===== src/rtl/car_pkg.sv =====
// Shared state encoding for the car start sequencer and its sensor channels.
// Latency: n/a (types and constants only).
// Backpressure: n/a.
package car_pkg;

  localparam int STATE_W = 3;

  typedef enum logic [STATE_W-1:0] {
    IDLE     = 3'd0,
    LOCKED   = 3'd1,
    SELFTEST = 3'd2,
    READY    = 3'd3,
    RUN      = 3'd4,
    FAULT    = 3'd5
  } state_e;

endpackage


===== src/rtl/sensor_debounce.sv =====
// One sensor channel: unsigned window compare plus run-length debounce of the warning.
// Latency: warn follows a stable change of the out-of-range condition after DEBOUNCE cycles.
// Backpressure: none; samples every cycle.
// Optional macro CSC_WARN_LATCH_EN: a set warning stays set until rst or clr.
// Ports: clk/rst (sync, active-high), clr (drop a latched warning), val/lo/hi (inclusive window), warn.
module sensor_debounce
  import car_pkg::*;
#(
  parameter int DATA_W   = 16,
  parameter int DEBOUNCE = 4
) (
  input  logic              clk,
  input  logic              rst,
  input  logic              clr,
  input  logic [DATA_W-1:0] val,
  input  logic [DATA_W-1:0] lo,
  input  logic [DATA_W-1:0] hi,
  output logic              warn
);

  localparam int CNT_W = $clog2(DEBOUNCE + 1);
  localparam logic [CNT_W-1:0] CNT_MAX = CNT_W'(DEBOUNCE);

  logic             oor;
  logic             oor_q, oor_d;
  logic [CNT_W-1:0] run_q, run_d;
  logic             warn_q, warn_d;

  always_comb begin
    // lo > hi makes both halves of the window test overlap, so the channel is always flagged.
    oor   = (val < lo) | (val > hi);
    oor_d = oor;
    // Length of the current run of identical oor samples, this cycle included.
    if (oor != oor_q) begin
      run_d = CNT_W'(1);
    end else if (run_q == CNT_MAX) begin
      run_d = run_q;
    end else begin
      run_d = run_q + CNT_W'(1);
    end
`ifdef CSC_WARN_LATCH_EN
    if (clr) begin
      warn_d = 1'b0;
    end else if ((run_d == CNT_MAX) && oor) begin
      warn_d = 1'b1;
    end else begin
      warn_d = warn_q;
    end
`else
    warn_d = (run_d == CNT_MAX) ? oor : warn_q;
`endif
  end

`ifndef CSC_WARN_LATCH_EN
  logic unused_clr;
  assign unused_clr = clr;
`endif

  always_ff @(posedge clk) begin
    if (rst) begin
      oor_q  <= 1'b0;
      run_q  <= '0;
      warn_q <= 1'b0;
    end else begin
      oor_q  <= oor_d;
      run_q  <= run_d;
      warn_q <= warn_d;
    end
  end

  assign warn = warn_q;

endmodule


===== src/rtl/car_start_sequencer.sv =====
// Start supervision: PIN entry with retry lockout, self-test dwell, READY/RUN/FAULT on debounced sensors.
// Latency: all outputs registered, changing on the edge that enters a state; warnings lag inputs by DEBOUNCE.
// Backpressure: none; pin_valid is a one-cycle strobe, ignored outside IDLE.
// Optional macro CSC_WARN_LATCH_EN: sensor warnings are sticky until rst or a stop back to IDLE.
// Ports: clk/rst (sync, active-high); pin_valid/pin_in; sensor_val/lo/hi packed NUM_CH x DATA_W;
//        seatbelt, airbag, start_req, stop_req; warn, key, readytogo, running, locked, tries_left, state.
module car_start_sequencer
  import car_pkg::*;
#(
  parameter int NUM_CH          = 8,
  parameter int DATA_W          = 16,
  parameter int PIN_W           = 16,
  parameter int PIN_CODE        = 9999,
  parameter int MAX_TRIES       = 3,
  parameter int LOCK_CYCLES     = 1000,
  parameter int DEBOUNCE        = 4,
  parameter int SELFTEST_CYCLES = 8
) (
  input  logic                         clk,
  input  logic                         rst,
  input  logic                         pin_valid,
  input  logic [PIN_W-1:0]             pin_in,
  input  logic [NUM_CH*DATA_W-1:0]     sensor_val,
  input  logic [NUM_CH*DATA_W-1:0]     sensor_lo,
  input  logic [NUM_CH*DATA_W-1:0]     sensor_hi,
  input  logic                         seatbelt,
  input  logic                         airbag,
  input  logic                         start_req,
  input  logic                         stop_req,
  output logic [NUM_CH-1:0]            warn,
  output logic                         key,
  output logic                         readytogo,
  output logic                         running,
  output logic                         locked,
  output logic [$clog2(MAX_TRIES+1)-1:0] tries_left,
  output logic [STATE_W-1:0]           state
);

  localparam int TRY_W = $clog2(MAX_TRIES + 1);
  localparam int LCK_W = $clog2(LOCK_CYCLES + 1);
  localparam int ST_W  = $clog2(SELFTEST_CYCLES + 1);

  state_e           state_q, state_d;
  logic             key_q, key_d;
  logic             ready_q, ready_d;
  logic             running_q, running_d;
  logic             locked_q, locked_d;
  logic [TRY_W-1:0] tries_q, tries_d;
  logic [LCK_W-1:0] lock_cnt_q, lock_cnt_d;
  logic [ST_W-1:0]  st_cnt_q, st_cnt_d;

  logic in_session;
  logic warn_clr;
  logic ok;

  // Session states are the ones stop_req can abort.
  assign in_session = (state_q == SELFTEST) || (state_q == READY) ||
                      (state_q == RUN)      || (state_q == FAULT);
  assign warn_clr   = in_session && stop_req;

  for (genvar i = 0; i < NUM_CH; i++) begin : g_ch
    sensor_debounce #(
      .DATA_W   (DATA_W),
      .DEBOUNCE (DEBOUNCE)
    ) u_deb (
      .clk  (clk),
      .rst  (rst),
      .clr  (warn_clr),
      .val  (sensor_val[i*DATA_W +: DATA_W]),
      .lo   (sensor_lo[i*DATA_W +: DATA_W]),
      .hi   (sensor_hi[i*DATA_W +: DATA_W]),
      .warn (warn[i])
    );
  end

  assign ok = (warn == '0) && seatbelt && airbag;

  always_comb begin
    state_d    = state_q;
    key_d      = key_q;
    ready_d    = ready_q;
    running_d  = running_q;
    locked_d   = locked_q;
    tries_d    = tries_q;
    lock_cnt_d = lock_cnt_q;
    st_cnt_d   = st_cnt_q;

    if (in_session && stop_req) begin
      state_d   = IDLE;
      key_d     = 1'b0;
      ready_d   = 1'b0;
      running_d = 1'b0;
    end else begin
      unique case (state_q)
        IDLE: begin
          if (pin_valid) begin
            if (pin_in == PIN_W'(PIN_CODE)) begin
              state_d  = SELFTEST;
              key_d    = 1'b1;
              tries_d  = TRY_W'(MAX_TRIES);
              st_cnt_d = '0;
            end else if (tries_q <= TRY_W'(1)) begin
              state_d    = LOCKED;
              locked_d   = 1'b1;
              tries_d    = '0;
              lock_cnt_d = LCK_W'(LOCK_CYCLES);
            end else begin
              tries_d = tries_q - TRY_W'(1);
            end
          end
        end
        LOCKED: begin
          // Leaving on the edge where the counter would hit 0 gives exactly LOCK_CYCLES cycles here.
          if (lock_cnt_q <= LCK_W'(1)) begin
            state_d    = IDLE;
            locked_d   = 1'b0;
            tries_d    = TRY_W'(MAX_TRIES);
            lock_cnt_d = '0;
          end else begin
            lock_cnt_d = lock_cnt_q - LCK_W'(1);
          end
        end
        SELFTEST: begin
          if (st_cnt_q == ST_W'(SELFTEST_CYCLES - 1)) begin
            st_cnt_d = '0;
            state_d  = ok ? READY : FAULT;
            ready_d  = ok;
          end else begin
            st_cnt_d = st_cnt_q + ST_W'(1);
          end
        end
        READY: begin
          if (!ok) begin
            state_d = FAULT;
            ready_d = 1'b0;
          end else if (start_req) begin
            state_d   = RUN;
            running_d = 1'b1;
          end
        end
        RUN: begin
          if (!ok) begin
            state_d   = FAULT;
            ready_d   = 1'b0;
            running_d = 1'b0;
          end
        end
        FAULT: begin
          if (ok) begin
            state_d = READY;
            ready_d = 1'b1;
          end
        end
        default: begin
          state_d   = IDLE;
          key_d     = 1'b0;
          ready_d   = 1'b0;
          running_d = 1'b0;
          locked_d  = 1'b0;
        end
      endcase
    end
  end

  always_ff @(posedge clk) begin
    if (rst) begin
      state_q    <= IDLE;
      key_q      <= 1'b0;
      ready_q    <= 1'b0;
      running_q  <= 1'b0;
      locked_q   <= 1'b0;
      tries_q    <= TRY_W'(MAX_TRIES);
      lock_cnt_q <= '0;
      st_cnt_q   <= '0;
    end else begin
      state_q    <= state_d;
      key_q      <= key_d;
      ready_q    <= ready_d;
      running_q  <= running_d;
      locked_q   <= locked_d;
      tries_q    <= tries_d;
      lock_cnt_q <= lock_cnt_d;
      st_cnt_q   <= st_cnt_d;
    end
  end

  assign key        = key_q;
  assign readytogo  = ready_q;
  assign running    = running_q;
  assign locked     = locked_q;
  assign tries_left = tries_q;
  assign state      = state_q;

endmodule


===== config.mk =====
export PLATFORM = sky130hd
export DESIGN_NAME = car_start_sequencer
export DESIGN_NICKNAME = d
export VERILOG_FILES = /design/src/rtl/car_pkg.sv /design/src/rtl/sensor_debounce.sv /design/src/rtl/car_start_sequencer.sv
export SDC_FILE = /design/constraint.sdc
export NUM_CORES = 1
export LEC_CHECK = 0
export CAP_MARGIN = 20
export CORE_AREA = 2 2 167 169
export CTS_CLUSTER_DIAMETER = 80
export DETAILED_ROUTE_END_ITERATION = 8
export DIE_AREA = 0 0 169 171
export GPL_TIMING_DRIVEN = 0
export PLACE_DENSITY = 0.8
export SETUP_SLACK_MARGIN = 0.15
export SYNTH_ARGS = -nofsm -noshare
export SYNTH_HDL_FRONTEND = slang
export SYNTH_SLANG_ARGS = --single-unit

===== constraint.sdc =====
create_clock -name clk -period 2.34 [get_ports clk]
set_input_delay 0.234 -clock clk [delete_from_list [all_inputs] [get_ports clk]]
set_output_delay 0.234 -clock clk [all_outputs]
set_load 0.02 [all_outputs]

# After elaboration in Yosys (flattened, before gate mapping)
# Cells that the tools add are included.
# classes
eq_ne	44
n_reduce_logical	24
addsub	11
n_bitwise	13
magnitude_cmp	18
muxes	56
# ops
cell	n
greater-than comparator 16 bit	8
< comparator 16 bit	8
2-to-1 mux 3 bit	26
== test 3 bit, second input constant	18
2-to-1 mux 10 bit	4
adder 3 x 1 -> 3 bit, second input constant	8
inequality test 2 bit, second input constant	10
case mux 10 bit (2 select lines)	1
case mux 3 bit (6 select lines)	1
== test 16 x 14 -> 1 bit, second input constant	1
AND reduction 4 bit	4
2-to-1 mux 4 bit	3
2-to-1 mux 1 bit	11
<= comparator 10 x 1 -> 1 bit, second input constant	1
subtractor 10 x 1 -> 10 bit, second input constant	1
logical NOT 8 bit	1
2-to-1 mux 2 bit	4
inequality test 1 bit	8
bitwise OR 1 bit	8
case mux 4 bit (2 select lines)	1
OR reduction 4 bit	2
AND reduction 7 bit	1
== test 3 x 2 -> 1 bit, second input constant	2
inequality test 3 bit, second input constant	2
20 further kinds	32
# totals
reg_bits	63
wordCells	198
input_bits	407
out_inout_bits	17

# Logic depth before layout (Yosys ltp)
# Gate-level depths: netlist of the first run.
# depth
depth_word	7
depth_mapped	9
depth_no_buf	9

# Hierarchy
# From an unflattened synthesis of the first run, not the netlist that was laid out.
# unflattened
hier_cells	1304
area_unflattened_um2	9948.3
# by_module_without_submodules
module	seq_area_each_um2	cells_per_inst	n_inst	area_per_inst_um2
sensor_debounce	100.1	138	8	1057.3
car_start_sequencer	460.4	200	1	1490.2

# Least setup slack after synthesis of the first run
# Ideal clock, no wire load.
# synth_timing
path_kind	reg2reg
start	register state_q[0], in the netlist state[0]
end	register locked_q, in the netlist locked
period_less_slack_ns	2.076
setup_ns	0.116
arrival_ns	1.960
setup_slack_ns	0.264
required_time_ns	2.224
stages_incl_launch_ff	7
path_buffers	0
cell_sequence	dfxtp_1 > clkinv_1 > nor3_1 > a22oi_1 > a22oi_1 > nor3_1 > a31o_1
# synth_between
elab_chain_cells	7
word_cells_on_any_way	19
classes_between	eq/ne: 9; mux: 1; bitwise: 2; reduce/logical: 7
# synth_rtl
element	line	source
from (decl)	car_start_sequencer.sv:43	state_e state_q, state_d;
from (signal assigned)	car_start_sequencer.sv:176	state_q <= state_d;
== test 3 x 2 -> 1 bit	car_start_sequencer.sv:57, car_start_sequencer.sv:94	
logical OR 1 bit (2 in a row)	car_start_sequencer.sv:57	assign in_session = (state_q == SELFTEST) || (state_q == READY) ||
logical OR 1 bit	car_start_sequencer.sv:58	(state_q == RUN) || (state_q == FAULT);
logical AND 1 bit	car_start_sequencer.sv:88	if (in_session && stop_req) begin
inverter 1 bit (no line)	-	
AND reduction 6 bit (no line)	-	
to (signal assigned)	car_start_sequencer.sv:180	locked_q <= locked_d;
to (decl)	car_start_sequencer.sv:47	logic locked_q, locked_d;
# Parallel ways exist; a longest one is shown, timed or not.
# A chain may end at the register's enable or synchronous reset.

# Worst setup path after layout of the first run
# layout_timing
start	input sensor_hi[118]
end	register g_ch[7].u_deb.run_q[2]
# layout_between
elab_chain_cells	4
# layout_rtl
element	line	source
from (decl)	car_start_sequencer.sv:25	input logic [NUM_CH*DATA_W-1:0] sensor_hi,
greater-than comparator 16 bit	sensor_debounce.sv:31	oor = (val < lo) | (val > hi);
bitwise OR 1 bit	sensor_debounce.sv:31	
inequality test 1 bit	sensor_debounce.sv:34	if (oor != oor_q) begin
2-to-1 mux 3 bit	sensor_debounce.sv:34	
to (signal assigned)	sensor_debounce.sv:66	run_q <= run_d;
to (decl)	sensor_debounce.sv:26	logic [CNT_W-1:0] run_q, run_d;
# Every way passes these cells.

==> results of run 1 <==
## layout by cell type, fill, tap and decap left out, drive strengths merged, types with 15 or more instances in the layout
cell type      Yosys  routed
a211oi            19      19
a21o              29      29
a21oi            138     138
buf                8      28
clkbuf            12      22
clkdlybuf4s50      0     377
dfxtp             63      63
dlymetal6s2s       0      42
ha               267     267
inv              279     279
nand2             96      96
nand2b            15      15
nand3             32      32
nand4             55      55
nor2              42      42
nor2b             15      15
nor3              29      29
o21ai             79      79
## worst max-delay path: cells and delay by family
kind	cells	cell delay, ns
AO/OA/AOI/OAI	2	0.32
adder cells (fa/ha/maj)	1	0.30
buffers and inverters	3	0.68
AND/OR/NAND/NOR	3	0.87
## what timing repair did
action                     4_1_cts  5_1_grt
setup endpoints to repair       25       37
buffers inserted                 5       15
pin swaps                       13       84
resized for setup               27      160
## power groups by stage
stage / combinational (uW) / sequential [uW] / clock, uW
2_1_floorplan: 1700 / 1380 / 0
3_3_place_gp: 2890 / 1360 / 0
3_5_place_dp: 2990 / 1370 / 0
4_1_cts: 3070 / 1360 / 1370
5_1_grt: 3720 / 1390 / 1430
6_report: 3360 / 1370 / 1340
## worst min path at each step
stage                start     endpoint  slack (ns)  cells after the start
2_1_floorplan    pin_valid          key        0.40                      2
3_3_place_gp   st_cnt_q[1]  st_cnt_q[1]        0.46                      2
4_1_cts                rst       locked        0.37                      3
3_5_place_dp   st_cnt_q[1]  st_cnt_q[1]        0.48                      2
5_1_grt                rst       locked        0.40                      3
6_report               rst       locked        0.38                      3
## state kept, by name (all words and copies together), names as in the netlist
signal,count
state,3
g_ch.u_deb.run_q,24
lock_cnt_q,10
st_cnt_q,4
tries_left,2
g_ch.u_deb.warn,8
locked,1
key,1
running,1
g_ch.u_deb.oor_q,8
readytogo,1
## Yosys cell counts (all sizes together) (10+ instances only)
cell type  instances
nor3              29
nor4              10
clkbuf            12
nand2             96
dfxtp             63
o211ai            14
ha               267
nor2b             15
a21oi            138
nand3             32
nor2              42
xnor2             12
a211oi            19
a21o              29
nand4             55
nand2b            15
inv              279
o21ai             79
## metrics by stage
stage | total power [uW] | area (um2) | hold slack [ns] | std cells
floorplan | 3070 | 9810 | 0.400 | 1333
global placement | 4250 | 14500 | 0.461 | 2101
detailed placement | 4360 | 14500 | 0.479 | 2101
CTS | 5810 | 14900 | 0.367 | 2121
global route | 6550 | 15800 | 0.398 | 2136
finish | 6070 | 15800 | 0.377 | 2136
## area by class of cell
cell class | instances | share of cell area, %
buffer | 20 | 0.687
clock buffer | 10 | 1.51
clock inverter | 5 | 0.371
inverter | 280 | 6.63
multi-input combinational | 970 | 51.9
sequential | 63 | 7.96
tap | 346 | 2.73
timing repair buffer | 442 | 28.2
## cells by family after synthesis
kind of cell    Yosys count  synth area share [%]
buf+inv                 300                  11.8
xor+xnor                 15                  1.34
compound gates          329                  20.0
mux                      11                  1.15
simple gates            348                  18.9
flops                    63                  12.9
fa+ha+maj               267                  34.0
## per-layer routing
layer  vias to the layer above  routed length (um)
li1                       5593                   -
met1                      5023               12600
met2                       395               16900
met3                        92                1820
met4                         0                1250
met5                         -                   0
==> impl_metrics.json, run 1 <==
{
  "die_w_um": 169,
  "dp_worst_setup_slack_ns": -0.395,
  "max_freq_ghz": 0.465,
  "r2r_setup_slack_ns": 0.25,
  "htree_levels": 3,
  "vias": 11100,
  "grt_max_degree": 12,
  "r2r-start": "g_ch[5].u_deb.warn",
  "status": "completed",
  "finClkSkew_ns": 0.0113,
  "cts_sinks": 63,
  "synth_ff_type": "dfxtp_1",
  "reg2reg_to": "state[0]",
  "cp-start-kind": "input pin",
  "comb_power_share_pct": 55.4,
  "grt_antenna_before_repair": 0,
  "worstPathMaxFanout": 4,
  "setup_ws_ns": 0.188,
  "worst_setup_path_end_kind": "register",
  "rows": 61,
  "powerDensity_nw_per_um2": 383,
  "totalWireLength_um": 32600,
  "use_met2_pct": 38.6,
  "drv_cap": 0,
  "worstPathArrival_ns": 2.40,
  "period_needed_ns": 2.15,
  "grt_use_met3_pct": 3.24,
  "gr-total-overflow": 0,
  "io_pins": 424,
  "finish.utilization_pct": 58.0,
  "initial_core_util_pct": 35.9,
  "drt_iter0_drc": 415,
  "yosys_register_bits": 63,
  "synth-edff-count": 0,
  "ff2ff_path_depth": 8,
  "netlist_instances": 1333,
  "grt_pass1_vias": 10900,
  "hpwl_um": 26400,
  "rsz0062_at_grt": "true",
  "setup_viol": 0,
  "synthTopCellsByArea": "ha_1 (34%), dfxtp_1 (13%), inv_1 (11%), a21oi_1 (7.0%), o21ai_0 (4.0%)",
  "numPortBuffers": 422,
  "synthArstFlopShare_pct": 0,
  "hold_buffers": 0,
  "wl_per_cell_um": 15.3,
  "grt_first_pass_wirelength_um": 47700,
  "drive_gt1_share_pct": 9.50,
  "drtPass1Iterations": 4,
  "route.detailed.drc": 0,
  "ys_seq_area_share_pct": 12.9,
  "pwr-share-clk_pct": 22.1,
  "cts_tree": "done",
  "yosys.area.top_type": "ha_1",
  "busiest_layer": "met2",
  "worstHoldPathType": "in2reg",
  "final_nets": 2460,
  "clock_latency_ns": 0.33,
  "criticalPathCategory": "in2reg",
  "crit_path_cell_trace": "clkdlybuf4s50_1, inv_1, ha_1, nand4_1, buf_4, nor4_4, a21oi_2, or3_4, a211oi_2",
  "finalSetupTns_ns": 0,
  "worst_pin_slew_ns": 0.832,
  "max-slew-margin-rel_pct": 44.5,
  "antenna_cells": 0,
  "cts_max_path_buffers": 2,
  "die-area_um2": 28900,
  "slew_violations": 0,
  "yosysTopAreaCellShare_pct": 34.0,
  "ir_drop_uv": 320,
  "syn_nets": 2007,
  "syn-mean-instance-area_um2": 7.36,
  "netlist-cell-type-count": 57,
  "cts_root_buf": "clkbuf_16",
  "crit_start": "sensor_hi[118]",
  "clk_pin_slew_ns": 0.06,
  "hold_viol": 0,
  "place_congestion": 0.907,
  "synthesis.area_um2": 9810,
  "max_stage_delay_ns": 0.45,
  "area_delta_synth_final_pct": 61.5,
  "leakagePower_uw": 0.00777,
  "cts_made_buffers": 9,
  "fin_crit_sh_pct": 92.0,
  "ant_nets": 0,
  "switching_share_pct": 37.7,
  "dieHeight_um": 171,
  "viasPerCell": 5.20,
  "intPower_uw": 3780,
  "power.net_switching_uw": 2290,
  "met1_usage_pct": 21.1,
  "multi_input_area_um2": 8220,
  "seqPwrFrac_pct": 22.6,
  "synth_warnings": 0,
  "endpoint": "g_ch[7].u_deb.run_q[2]",
  "layout.filler_cells": 2333,
  "grt_usage_pct": 19.9,
  "core_um2": 27300,
  "final-seq-area_um2": 1260,
  "crit_required_ns": 2.58,
  "crit_slowest_cell": "clkdlybuf4s50_1"
}
No activity file was read; power rests on OpenSTA's default activity.
==> run 2: changes to the inputs <==
--- a/config.mk
+++ b/config.mk
@@ -11,6 +11,7 @@
 export DETAILED_ROUTE_END_ITERATION = 8
 export DIE_AREA = 0 0 169 171
 export GPL_TIMING_DRIVEN = 0
+export HOLD_SLACK_MARGIN = 0.1
 export PLACE_DENSITY = 0.8
 export SETUP_SLACK_MARGIN = 0.15
 export SYNTH_ARGS = -nofsm -noshare
==> results of run 2 <==
No change in the layout: final DEF, timing and power equal those of run 1.
